<file path="config.mk">
export PLATFORM = sky130hd
export DESIGN_NAME = axil_reg_responder_flat
export DESIGN_NICKNAME = d
export VERILOG_FILES = /design/src/rtl/axil_reg_responder_if.sv /design/src/rtl/axil_reg_responder.sv /design/src/flat_wrapper.sv
export SDC_FILE = /design/constraint.sdc
export NUM_CORES = 1
export LEC_CHECK = 0
export CAP_MARGIN = 40
export CORE_AREA = 2 2 126 141
export CTS_CLUSTER_DIAMETER = 50
export DETAILED_ROUTE_END_ITERATION = 7
export DIE_AREA = 0 0 128 143
export PLACE_DENSITY = 0.76
export SETUP_SLACK_MARGIN = 0.1
export SLEW_MARGIN = 25
export SYNTH_ARGS = -nofsm -noshare
export SYNTH_HDL_FRONTEND = slang
export SYNTH_SLANG_ARGS = --single-unit
</file>
<file path="constraint.sdc">
create_clock -name ps_clk -period 2 [get_ports ps_clk]
set_clock_uncertainty 0.05 [all_clocks]
set_input_delay 0.2 -clock ps_clk [delete_from_list [all_inputs] [get_ports ps_clk]]
set_output_delay 0.2 -clock ps_clk [all_outputs]
set_load 0.02 [all_outputs]
</file>
<file path="src/rtl/axil_reg_responder_if.sv">
// AXI4-Lite bus bundle for the stream-engine register bank.
// The master modport is the PS side; the slave modport is the bank.
interface axil_reg_responder_if #(
  parameter int ADDR_WIDTH = 8,
  parameter int DATA_WIDTH = 32
);
  logic [ADDR_WIDTH-1:0]   awaddr;
  logic                    awvalid, awready;
  logic [DATA_WIDTH-1:0]   wdata;
  logic [DATA_WIDTH/8-1:0] wstrb;
  logic                    wvalid, wready;
  logic [1:0]              bresp;
  logic                    bvalid, bready;
  logic [ADDR_WIDTH-1:0]   araddr;
  logic                    arvalid, arready;
  logic [DATA_WIDTH-1:0]   rdata;
  logic [1:0]              rresp;
  logic                    rvalid, rready;

  modport master (
    output awaddr, awvalid, wdata, wstrb, wvalid, bready, araddr, arvalid, rready,
    input  awready, wready, bresp, bvalid, arready, rdata, rresp, rvalid
  );
  modport slave (
    input  awaddr, awvalid, wdata, wstrb, wvalid, bready, araddr, arvalid, rready,
    output awready, wready, bresp, bvalid, arready, rdata, rresp, rvalid
  );
endinterface

</file>
<file path="src/rtl/axil_reg_responder.sv">
// AXI4-Lite register bank for the stream engine (CTRL/STATUS/SRC_ADDR/LENGTH/SCRATCH).
// Define AXIL_REG_IRQ_EN to build the IRQ_EN bit and the irq_o logic.
module axil_reg_responder #(
  parameter int ADDR_WIDTH = 8,
  parameter int DATA_WIDTH = 32
) (
  input  logic                  ps_clk,
  input  logic                  ps_aresetn,
  axil_reg_responder_if.slave   s_axil,
  input  logic                  busy_i,
  input  logic                  done_i,
  output logic                  start_o,
  output logic [DATA_WIDTH-1:0] src_addr_o,
  output logic [DATA_WIDTH-1:0] length_o,
  output logic                  irq_o
);
  localparam int SW = DATA_WIDTH / 8;
  localparam logic [1:0] OKAY = 2'b00, SLVERR = 2'b10;

  logic                  init_q;
  logic                  aw_held_q, aw_held_d, w_held_q, w_held_d;
  logic [ADDR_WIDTH-1:0] awaddr_q, awaddr_d, araddr_q, araddr_d;
  logic [DATA_WIDTH-1:0] wdata_q, wdata_d;
  logic [SW-1:0]         wstrb_q, wstrb_d;
  logic                  bvalid_q, bvalid_d, rvalid_q, rvalid_d;
  logic [1:0]            bresp_q, bresp_d, rresp_q, rresp_d;
  logic                  ar_held_q, ar_held_d, busy_q, busy_d;
  logic [DATA_WIDTH-1:0] rdata_q, rdata_d, rd_mux;
  logic [DATA_WIDTH-1:0] src_q, src_d, len_q, len_d, scr_q, scr_d;
  logic                  done_q, done_d, start_q, start_d;
  logic                  irq_en;

  function automatic logic [DATA_WIDTH-1:0] merge(input logic [DATA_WIDTH-1:0] old,
                                                  input logic [DATA_WIDTH-1:0] nw,
                                                  input logic [SW-1:0]         strb);
    merge = old;
    for (int i = 0; i < SW; i++)
      if (strb[i]) merge[8*i +: 8] = nw[8*i +: 8];
  endfunction

  // Readies stay low until the first edge after reset release.
  assign s_axil.awready = init_q && !aw_held_q && !bvalid_q;
  assign s_axil.wready  = init_q && !w_held_q && !bvalid_q;
  assign s_axil.arready = init_q && !rvalid_q;
  assign s_axil.bvalid  = bvalid_q;
  assign s_axil.bresp   = bresp_q;
  assign s_axil.rvalid  = rvalid_q;
  assign s_axil.rresp   = rresp_q;
  assign s_axil.rdata   = rdata_q;
  assign start_o        = start_q;
  assign src_addr_o     = src_q;
  assign length_o       = len_q;

  logic       aw_hs, w_hs, ar_hs, wr_commit, wr_ok, wr_en, ar_take, rd_ok;
  logic [2:0] wr_idx, rd_idx;
  assign aw_hs     = s_axil.awvalid && s_axil.awready;
  assign w_hs      = s_axil.wvalid && s_axil.wready;
  assign ar_hs     = s_axil.arvalid && s_axil.arready;
  assign wr_commit = aw_held_q && w_held_q && !bvalid_q;
  assign wr_ok     = (awaddr_q >> 5) == '0;
  assign wr_en     = wr_commit && wr_ok;
  assign wr_idx    = awaddr_q[4:2];
  // A held AR turns into a response once the R slot is empty or draining.
  assign ar_take   = ar_held_q && (!rvalid_q || s_axil.rready);
  assign rd_ok     = (araddr_q >> 5) == '0;
  assign rd_idx    = araddr_q[4:2];

  logic unused_addr_lsbs;
  assign unused_addr_lsbs = &{1'b0, awaddr_q[1:0], araddr_q[1:0]};

  always_comb begin
    rd_mux = '0;
    case (rd_idx)
      3'd0:    rd_mux = {{(DATA_WIDTH-2){1'b0}}, irq_en, 1'b0};
      3'd1:    rd_mux = {{(DATA_WIDTH-2){1'b0}}, done_q, busy_q};
      3'd2:    rd_mux = src_q;
      3'd3:    rd_mux = len_q;
      3'd4:    rd_mux = scr_q;
      default: rd_mux = '0;
    endcase
  end

  always_comb begin
    aw_held_d = aw_held_q;
    w_held_d  = w_held_q;
    awaddr_d  = aw_hs ? s_axil.awaddr : awaddr_q;
    wdata_d   = w_hs ? s_axil.wdata : wdata_q;
    wstrb_d   = w_hs ? s_axil.wstrb : wstrb_q;
    if (aw_hs) aw_held_d = 1'b1;
    if (w_hs)  w_held_d  = 1'b1;
    if (wr_commit) begin
      aw_held_d = 1'b0;
      w_held_d  = 1'b0;
    end
    bvalid_d = bvalid_q;
    bresp_d  = bresp_q;
    if (wr_commit) begin
      bvalid_d = 1'b1;
      bresp_d  = wr_ok ? OKAY : SLVERR;
    end else if (bvalid_q && s_axil.bready) begin
      bvalid_d = 1'b0;
    end
    src_d   = (wr_en && wr_idx == 3'd2) ? merge(src_q, wdata_q, wstrb_q) : src_q;
    len_d   = (wr_en && wr_idx == 3'd3) ? merge(len_q, wdata_q, wstrb_q) : len_q;
    scr_d   = (wr_en && wr_idx == 3'd4) ? merge(scr_q, wdata_q, wstrb_q) : scr_q;
    start_d = wr_en && wr_idx == 3'd0 && wstrb_q[0] && wdata_q[0];
    // A done_i pulse beats a simultaneous write-1-to-clear.
    done_d  = done_i || (done_q && !(wr_en && wr_idx == 3'd1 && wstrb_q[0] && wdata_q[1]));

    ar_held_d = ar_hs ? 1'b1 : (ar_take ? 1'b0 : ar_held_q);
    araddr_d  = ar_hs ? s_axil.araddr : araddr_q;
    busy_d    = ar_hs ? busy_i : busy_q;
    rvalid_d  = rvalid_q;
    rdata_d   = rdata_q;
    rresp_d   = rresp_q;
    if (ar_take) begin
      rvalid_d = 1'b1;
      rdata_d  = rd_ok ? rd_mux : '0;
      rresp_d  = rd_ok ? OKAY : SLVERR;
    end else if (rvalid_q && s_axil.rready) begin
      rvalid_d = 1'b0;
    end
  end

  always_ff @(posedge ps_clk or negedge ps_aresetn) begin
    if (!ps_aresetn) begin
      init_q    <= 1'b0;
      aw_held_q <= 1'b0;
      w_held_q  <= 1'b0;
      awaddr_q  <= '0;
      wdata_q   <= '0;
      wstrb_q   <= '0;
      bvalid_q  <= 1'b0;
      bresp_q   <= OKAY;
      ar_held_q <= 1'b0;
      araddr_q  <= '0;
      busy_q    <= 1'b0;
      rvalid_q  <= 1'b0;
      rdata_q   <= '0;
      rresp_q   <= OKAY;
      src_q     <= '0;
      len_q     <= '0;
      scr_q     <= '0;
      start_q   <= 1'b0;
      done_q    <= 1'b0;
    end else begin
      init_q    <= 1'b1;
      aw_held_q <= aw_held_d;
      w_held_q  <= w_held_d;
      awaddr_q  <= awaddr_d;
      wdata_q   <= wdata_d;
      wstrb_q   <= wstrb_d;
      bvalid_q  <= bvalid_d;
      bresp_q   <= bresp_d;
      ar_held_q <= ar_held_d;
      araddr_q  <= araddr_d;
      busy_q    <= busy_d;
      rvalid_q  <= rvalid_d;
      rdata_q   <= rdata_d;
      rresp_q   <= rresp_d;
      src_q     <= src_d;
      len_q     <= len_d;
      scr_q     <= scr_d;
      start_q   <= start_d;
      done_q    <= done_d;
    end
  end

`ifdef AXIL_REG_IRQ_EN
  logic irq_en_q, irq_en_d, irq_q, irq_d;
  always_comb begin
    irq_en_d = irq_en_q;
    if (wr_en && wr_idx == 3'd0 && wstrb_q[0]) irq_en_d = wdata_q[1];
    irq_d = done_q && irq_en_q;
  end
  always_ff @(posedge ps_clk or negedge ps_aresetn) begin
    if (!ps_aresetn) begin
      irq_en_q <= 1'b0;
      irq_q    <= 1'b0;
    end else begin
      irq_en_q <= irq_en_d;
      irq_q    <= irq_d;
    end
  end
  assign irq_en = irq_en_q;
  assign irq_o  = irq_q;
`else
  assign irq_en = 1'b0;
  assign irq_o  = 1'b0;
`endif
endmodule

</file>
<file path="src/flat_wrapper.sv">
// flat-port wrapper written by rule: the top's interface ports become plain ports
module axil_reg_responder_flat 
#(
  parameter int ADDR_WIDTH = 8,
  parameter int DATA_WIDTH = 32
)
  (ps_clk, ps_aresetn, busy_i, done_i, start_o, src_addr_o, length_o, irq_o, s_axil_awaddr, s_axil_awvalid, s_axil_wdata, s_axil_wstrb, s_axil_wvalid, s_axil_bready, s_axil_araddr, s_axil_arvalid, s_axil_rready, s_axil_awready, s_axil_wready, s_axil_bresp, s_axil_bvalid, s_axil_arready, s_axil_rdata, s_axil_rresp, s_axil_rvalid);
  axil_reg_responder_if #(.ADDR_WIDTH(ADDR_WIDTH), .DATA_WIDTH(DATA_WIDTH)) s_axil_i ();
  input  logic ps_clk;
  input  logic ps_aresetn;
  input  logic busy_i;
  input  logic done_i;
  output logic start_o;
  output logic [DATA_WIDTH-1:0] src_addr_o;
  output logic [DATA_WIDTH-1:0] length_o;
  output logic irq_o;
  input wire logic [$bits(s_axil_i.awaddr)-1:0] s_axil_awaddr;
  input wire logic [$bits(s_axil_i.awvalid)-1:0] s_axil_awvalid;
  input wire logic [$bits(s_axil_i.wdata)-1:0] s_axil_wdata;
  input wire logic [$bits(s_axil_i.wstrb)-1:0] s_axil_wstrb;
  input wire logic [$bits(s_axil_i.wvalid)-1:0] s_axil_wvalid;
  input wire logic [$bits(s_axil_i.bready)-1:0] s_axil_bready;
  input wire logic [$bits(s_axil_i.araddr)-1:0] s_axil_araddr;
  input wire logic [$bits(s_axil_i.arvalid)-1:0] s_axil_arvalid;
  input wire logic [$bits(s_axil_i.rready)-1:0] s_axil_rready;
  output wire logic [$bits(s_axil_i.awready)-1:0] s_axil_awready;
  output wire logic [$bits(s_axil_i.wready)-1:0] s_axil_wready;
  output wire logic [$bits(s_axil_i.bresp)-1:0] s_axil_bresp;
  output wire logic [$bits(s_axil_i.bvalid)-1:0] s_axil_bvalid;
  output wire logic [$bits(s_axil_i.arready)-1:0] s_axil_arready;
  output wire logic [$bits(s_axil_i.rdata)-1:0] s_axil_rdata;
  output wire logic [$bits(s_axil_i.rresp)-1:0] s_axil_rresp;
  output wire logic [$bits(s_axil_i.rvalid)-1:0] s_axil_rvalid;
  assign s_axil_i.awaddr = s_axil_awaddr;
  assign s_axil_i.awvalid = s_axil_awvalid;
  assign s_axil_i.wdata = s_axil_wdata;
  assign s_axil_i.wstrb = s_axil_wstrb;
  assign s_axil_i.wvalid = s_axil_wvalid;
  assign s_axil_i.bready = s_axil_bready;
  assign s_axil_i.araddr = s_axil_araddr;
  assign s_axil_i.arvalid = s_axil_arvalid;
  assign s_axil_i.rready = s_axil_rready;
  assign s_axil_awready = s_axil_i.awready;
  assign s_axil_wready = s_axil_i.wready;
  assign s_axil_bresp = s_axil_i.bresp;
  assign s_axil_bvalid = s_axil_i.bvalid;
  assign s_axil_arready = s_axil_i.arready;
  assign s_axil_rdata = s_axil_i.rdata;
  assign s_axil_rresp = s_axil_i.rresp;
  assign s_axil_rvalid = s_axil_i.rvalid;
  axil_reg_responder #(.ADDR_WIDTH(ADDR_WIDTH), .DATA_WIDTH(DATA_WIDTH)) u_core (.ps_clk(ps_clk), .ps_aresetn(ps_aresetn), .s_axil(s_axil_i), .busy_i(busy_i), .done_i(done_i), .start_o(start_o), .src_addr_o(src_addr_o), .length_o(length_o), .irq_o(irq_o));
endmodule
</file>
Word level (Yosys, flattened, before mapping):

Cells that the tools add are included.

* logic and storage cells: 101
* input port bits: 61
* output and inout bits: 107
* bits in registers: 193

* reduce and logical (&&, ||, !) cells: 51
* eq/ne operators: 8
* multiplexer cells: 14

Operator list (number)
* 32-bit case mux with 4 select lines: 1
* 32-bit two-way mux: 1
* 1-bit logical AND: 24
* 2-bit AND reduction: 12
* 8-bit logical NOT: 2
* 3-bit by 2-bit == test with 1-bit output (second input constant): 4
* 1-bit two-way mux: 10
* 2-bit nonzero test: 5
* 3-bit by 1-bit == test with 1-bit output (second input constant): 2
* 3-bit == test (second input constant): 2
* 1-bit logical NOT: 5
* 2-bit two-way mux: 2
* 3-bit logical NOT: 1
* 1-bit logical OR: 2

Longest topological paths before layout:

* word-level depth: 9
* depth in mapped cells: 6
* gate-level depth less buffers: 4

Least setup slack after synthesis:

No wires, ideal clock.

* path type: reg2reg
* start: register u_core.bvalid_q, in the netlist u_core.s_axil.bvalid
* end: register u_core.wdata_q[10]
* clock period less this slack: 2200 ps
* library setup time: 125 ps
* data required time: 1825 ps
* data arrival time: 2025 ps
* path slack: -200 ps
* buffers on the path: 2
* cell stages (with the launch flop): 7
* path through: dfrtp_1 > nand2b_1 > nor2_1 > and2_1 > clkbuf_1 > buf_2 > mux2_2

* longest elaborated chain between the ends: 3

RTL lines
* from (decl): RTL line axil_reg_responder.sv:25 `logic bvalid_q, bvalid_d, rvalid_q, rvalid_d;`
* from (signal assigned): RTL line axil_reg_responder.sv:153 `bvalid_q <= bvalid_d;`
* 1-bit logical NOT: RTL line axil_reg_responder.sv:43 `assign s_axil.wready = init_q && !w_held_q && !bvalid_q;`
* 1-bit logical AND: RTL line axil_reg_responder.sv:43
* named net s_axil_wready: RTL line flat_wrapper.sv:27 `output wire logic [$bits(s_axil_i.wready)-1:0] s_axil_wready;`
* 1-bit logical AND: RTL line axil_reg_responder.sv:57 `assign w_hs = s_axil.wvalid && s_axil.wready;`
* to (signal assigned): RTL line axil_reg_responder.sv:151 `wdata_q <= wdata_d;`
* to (decl): RTL line axil_reg_responder.sv:23 `logic [DATA_WIDTH-1:0] wdata_q, wdata_d;`

The timed path passes the listed nets, and every way through them passes these cells.
A chain may end at the register's enable or synchronous reset.

Worst setup path after layout:

* start: register u_core.awaddr_q[5]
* end: register u_core.len_q[1], in the netlist u_core.length_o[1]

* longest elaborated chain between the ends: 4

RTL lines
* from (decl): RTL line axil_reg_responder.sv:22 `logic [ADDR_WIDTH-1:0] awaddr_q, awaddr_d, araddr_q, araddr_d;`
* from (signal assigned): RTL line axil_reg_responder.sv:150 `awaddr_q <= awaddr_d;`
* 8-bit logical NOT: RTL line axil_reg_responder.sv:60 `assign wr_ok = (awaddr_q >> 5) == '0;`
* 1-bit logical AND: RTL line axil_reg_responder.sv:61 `assign wr_en = wr_commit && wr_ok;`
* 1-bit logical AND: RTL line axil_reg_responder.sv:104 `len_d = (wr_en && wr_idx == 3'd3) ? merge(len_q, wdata_q, wstrb_q) : len_q;`
* 2-bit AND reduction (no source line)
* to (signal assigned): RTL line axil_reg_responder.sv:162 `len_q <= len_d;`
* to (decl): RTL line axil_reg_responder.sv:29 `logic [DATA_WIDTH-1:0] src_q, src_d, len_q, len_d, scr_q, scr_d;`

Every way passes these cells.

==> flow_summary.toml <==
[global_routing]
antenna_found_initial = 0
grt_pass1_wl_mm = 30.7
grt_pass1_vias = 5756
gr-usage-all-layers_pct = 22.2
grt_max_degree = 60
grt_remaining_overflow = 0

[route]
wl_mm = 19.3
first_iter_violations = 318
detail_route.wl_per_cell_um = 20.1
ant_nets = 0
vias_per_cell = 5.56
vias = 5335
drc_errors = 0
drt_pre_antenna_iters = 5

[yosys]
syn_inst = 552
synth_seq_cells = 187
yosysTopAreaCellShare_pct = 61.2
ys_seq_area_share_pct = 61.2
synth.area.top_cells = "dfrtp_1 61%, mux2_2 20%, a2bb2oi_1 3.4%"
yosysWarnings = 0
yosys-top-cells-count = "187 x dfrtp_1, 137 x mux2_2, 44 x nand2_1"
avgSynthCellArea_um2 = 13.9
yosys.cell_count.top_type = "dfrtp_1"
synthArstFlopShare_pct = 100
synth_top_area_cell = "dfrtp_1"
synth_top_flop_cell = "dfrtp_1"
synth_cell_types = 34
synth_area_um2 = 7650
synth_edf_count = 0

[pwr]
switching_share_pct = 29.9
power.internal_mw = 8.67
power_density_nw_per_um2 = 1170
pwr-share-comb_pct = 25.7
p_seq_share_pct = 44.4
finalPower_mw = 12.4
irDropWorstVdd_uv = 663
pwr-share-clk_pct = 30.0
p_switching_mw = 3.70
leakage_nw = 4.73

[layout]
area_growth_pct = 37.8
antenna_cells = 0
stdcell_count = 959
nNetsFinal = 799
fillCellCount = 1250
drive_above_1_share_pct = 30.6

[floorplan]
rows = 50
die_x_um = 128
die_y_um = 143
core-area_um2 = 16800
initial_core_util_pct = 45.6
dieArea_um2 = 18300
boundaryPins = 168

[critical_path]
worstPathRequired_ns = 2.26
worstPathArrival_ns = 2.18
crit_family = "simple AND/OR/NAND/NOR gates"
end_kind = "flip-flop"
crit_type = "flip-flop to flip-flop"
cp_slowest_stage_delay_ns = 0.45
start_kind = "flip-flop"
critPathBufInv = 2
worstPathMaxFanout = 8
cp_cell_sequence = "or3_4 > buf_6 > nor4_4 > buf_6 > mux2_4"
path_common_cell = "buf_6"
crit_slowest_cell = "or3_4"

[clock_tree]
cts_sinks = 187
cts_buffers = 17
clkTransAtPathRegs_ns = 0.07
cts_tree = "done"
cts_buffer_depth = 2
root_buffer = "clkbuf_16"
clk_latency_ns = 0.42
htreeDepth = 4

[placement]
dpl.hpwl_mm = 13.2
post-place-cells = 923
port_buffers = 160
gp_congestion = 0.808

[timing]
period_share_pct = 96.1
rsz0062_at_grt = "true"
period_minus_slack_ns = 1.92
fin_hold_ws_ns = 0.224
fmax_ghz = 0.520
setup_viol = 0
slew_viol_final = 0
hold_violations = 0

[hold_path]
min_path_type = "input pin to async pin"

[outcome]
status = "finished clean"

[flow_run]
maxCapViolCount = 0
==> worst paths after layout <==
kind | start | to | slack, ns | cells after the start
worst max-delay path | u_core.awaddr_q[5]$_DFFE_PN0P_ | u_core.length_o[1]$_DFFE_PN0P_ | 0.08 | 5
worst min-delay path | ps_aresetn | u_core.araddr_q[3]$_DFFE_PN0P_ | 0.22 | 2
worst max register to register | u_core.awaddr_q[5]$_DFFE_PN0P_ | u_core.length_o[1]$_DFFE_PN0P_ | 0.08 | 5
worst min register to register | u_core.s_axil.rdata[21]$_DFFE_PN0P_ | u_core.s_axil.rdata[21]$_DFFE_PN0P_ | 0.43 | 2
max in group asynchronous | ps_aresetn | u_core.src_addr_o[26]$_DFFE_PN0P_ | 0.99 | 3
min in group ps_clk | s_axil_bready | u_core.s_axil.bvalid$_DFFE_PN0P_ | 0.30 | 2
==> worst register-to-register path, cell delays in order (launching register included) <==
cell and delay, ns:
dfrtp_1 0.38, or3_4 0.45, buf_6 0.15, nor4_4 0.26, buf_6 0.21, mux2_4 0.32
==> registers in the layout, summed over array words and instances, names as in the netlist, 4 cells and up <==
name	flops
u_core.length_o	32
u_core.s_axil.rdata	32
u_core.scr_q	32
u_core.src_addr_o	32
u_core.wdata_q	32
u_core.araddr_q	6
u_core.awaddr_q	6
u_core.wstrb_q	4
==> power groups by stage <==
stage          registers [mW]  clock network, mW  logic, mW
2_1_floorplan            5.60                  0       1.55
3_3_place_gp             5.44                  0       3.01
3_5_place_dp             5.53                  0       3.10
4_1_cts                  5.47               3.77       3.19
5_1_grt                  5.62               3.94       3.38
6_report                 5.49               3.71       3.17
==> metrics by stage <==
stage | setup WS (ns) | setup TNS, ns | util (%) | area (um2)
after floorplan | 0.00407 | 0 | - | 7670
after global routing | 0.0425 | 0 | 62.9 | 10500
final | 0.0774 | 0 | 62.9 | 10500
after global placement | -0.0232 | -0.177 | 58.3 | 9770
after CTS | 0.0491 | 0 | 62.7 | 10500
after detailed placement | -0.0690 | -0.491 | 58.3 | 9770
==> final cells by class <==
cell class	count	area, um2	share of cell area (%)
Sequential cell	187	4680	44.4
Multi-Input combinational cell	332	2910	27.6
Timing Repair Buffer	197	2030	19.2
Clock buffer	19	443	4.20
Tap cell	208	260	2.47
Clock inverter	13	214	2.03
Inverter	3	11.3	0.107
==> layout by cell type (no fill, tap or decap), types with 3 or more instances in the layout <==
master	count
dfrtp_1	186
clkdlybuf4s50_1	156
mux2_2	129
nand2_1	40
o21ai_0	34
a22oi_1	32
a2bb2oi_1	30
buf_4	21
clkbuf_16	17
mux2_4	16
buf_12	10
nand4_1	5
bufinv_16	5
buf_6	5
nand2b_1	4
nand2_2	4
conb_1	4
nor2b_1	3
a21o_1	3
inv_1	3
clkinv_4	3
==> cells by family (layout without fill, tap and decap cells) <==
kind of cell,Yosys count,count (layout),share of synthesized area (%)
DFF,187,187,61.2
muxes,145,145,21.7
AOI/OAI and AO/OA,106,106,9.73
and+or+nand+nor,76,76,5.12
buffers and inverters,35,232,2.03
other,2,4,0.0982
xor gates and xnor gates,1,1,0.115
==> repair_timing <==
| action | 4_1_cts | 5_1_grt |
|---|---|---|
| hold buffers | 1 | 0 |
| cloned | 0 | 0 |
| resized for setup | 17 | 8 |
| setup endpoints to repair | 97 | 77 |
| hold endpoints to repair | 40 | 0 |
| setup buffers | 3 | 0 |
| pin swaps | 4 | 2 |
==> routing by layer <==
layer / part of all wire (%) / global-route usage [%] / vias to the layer above
met5: 0 / 0 / -
met4: 1.2 / 6.94 / 0
met3: 6.8 / 5.77 / 23
met2: 51 / 37.6 / 201
li1: - / - / 2390
met1: 41 / 27.9 / 2721
Power figures use the tool's default switching activity.
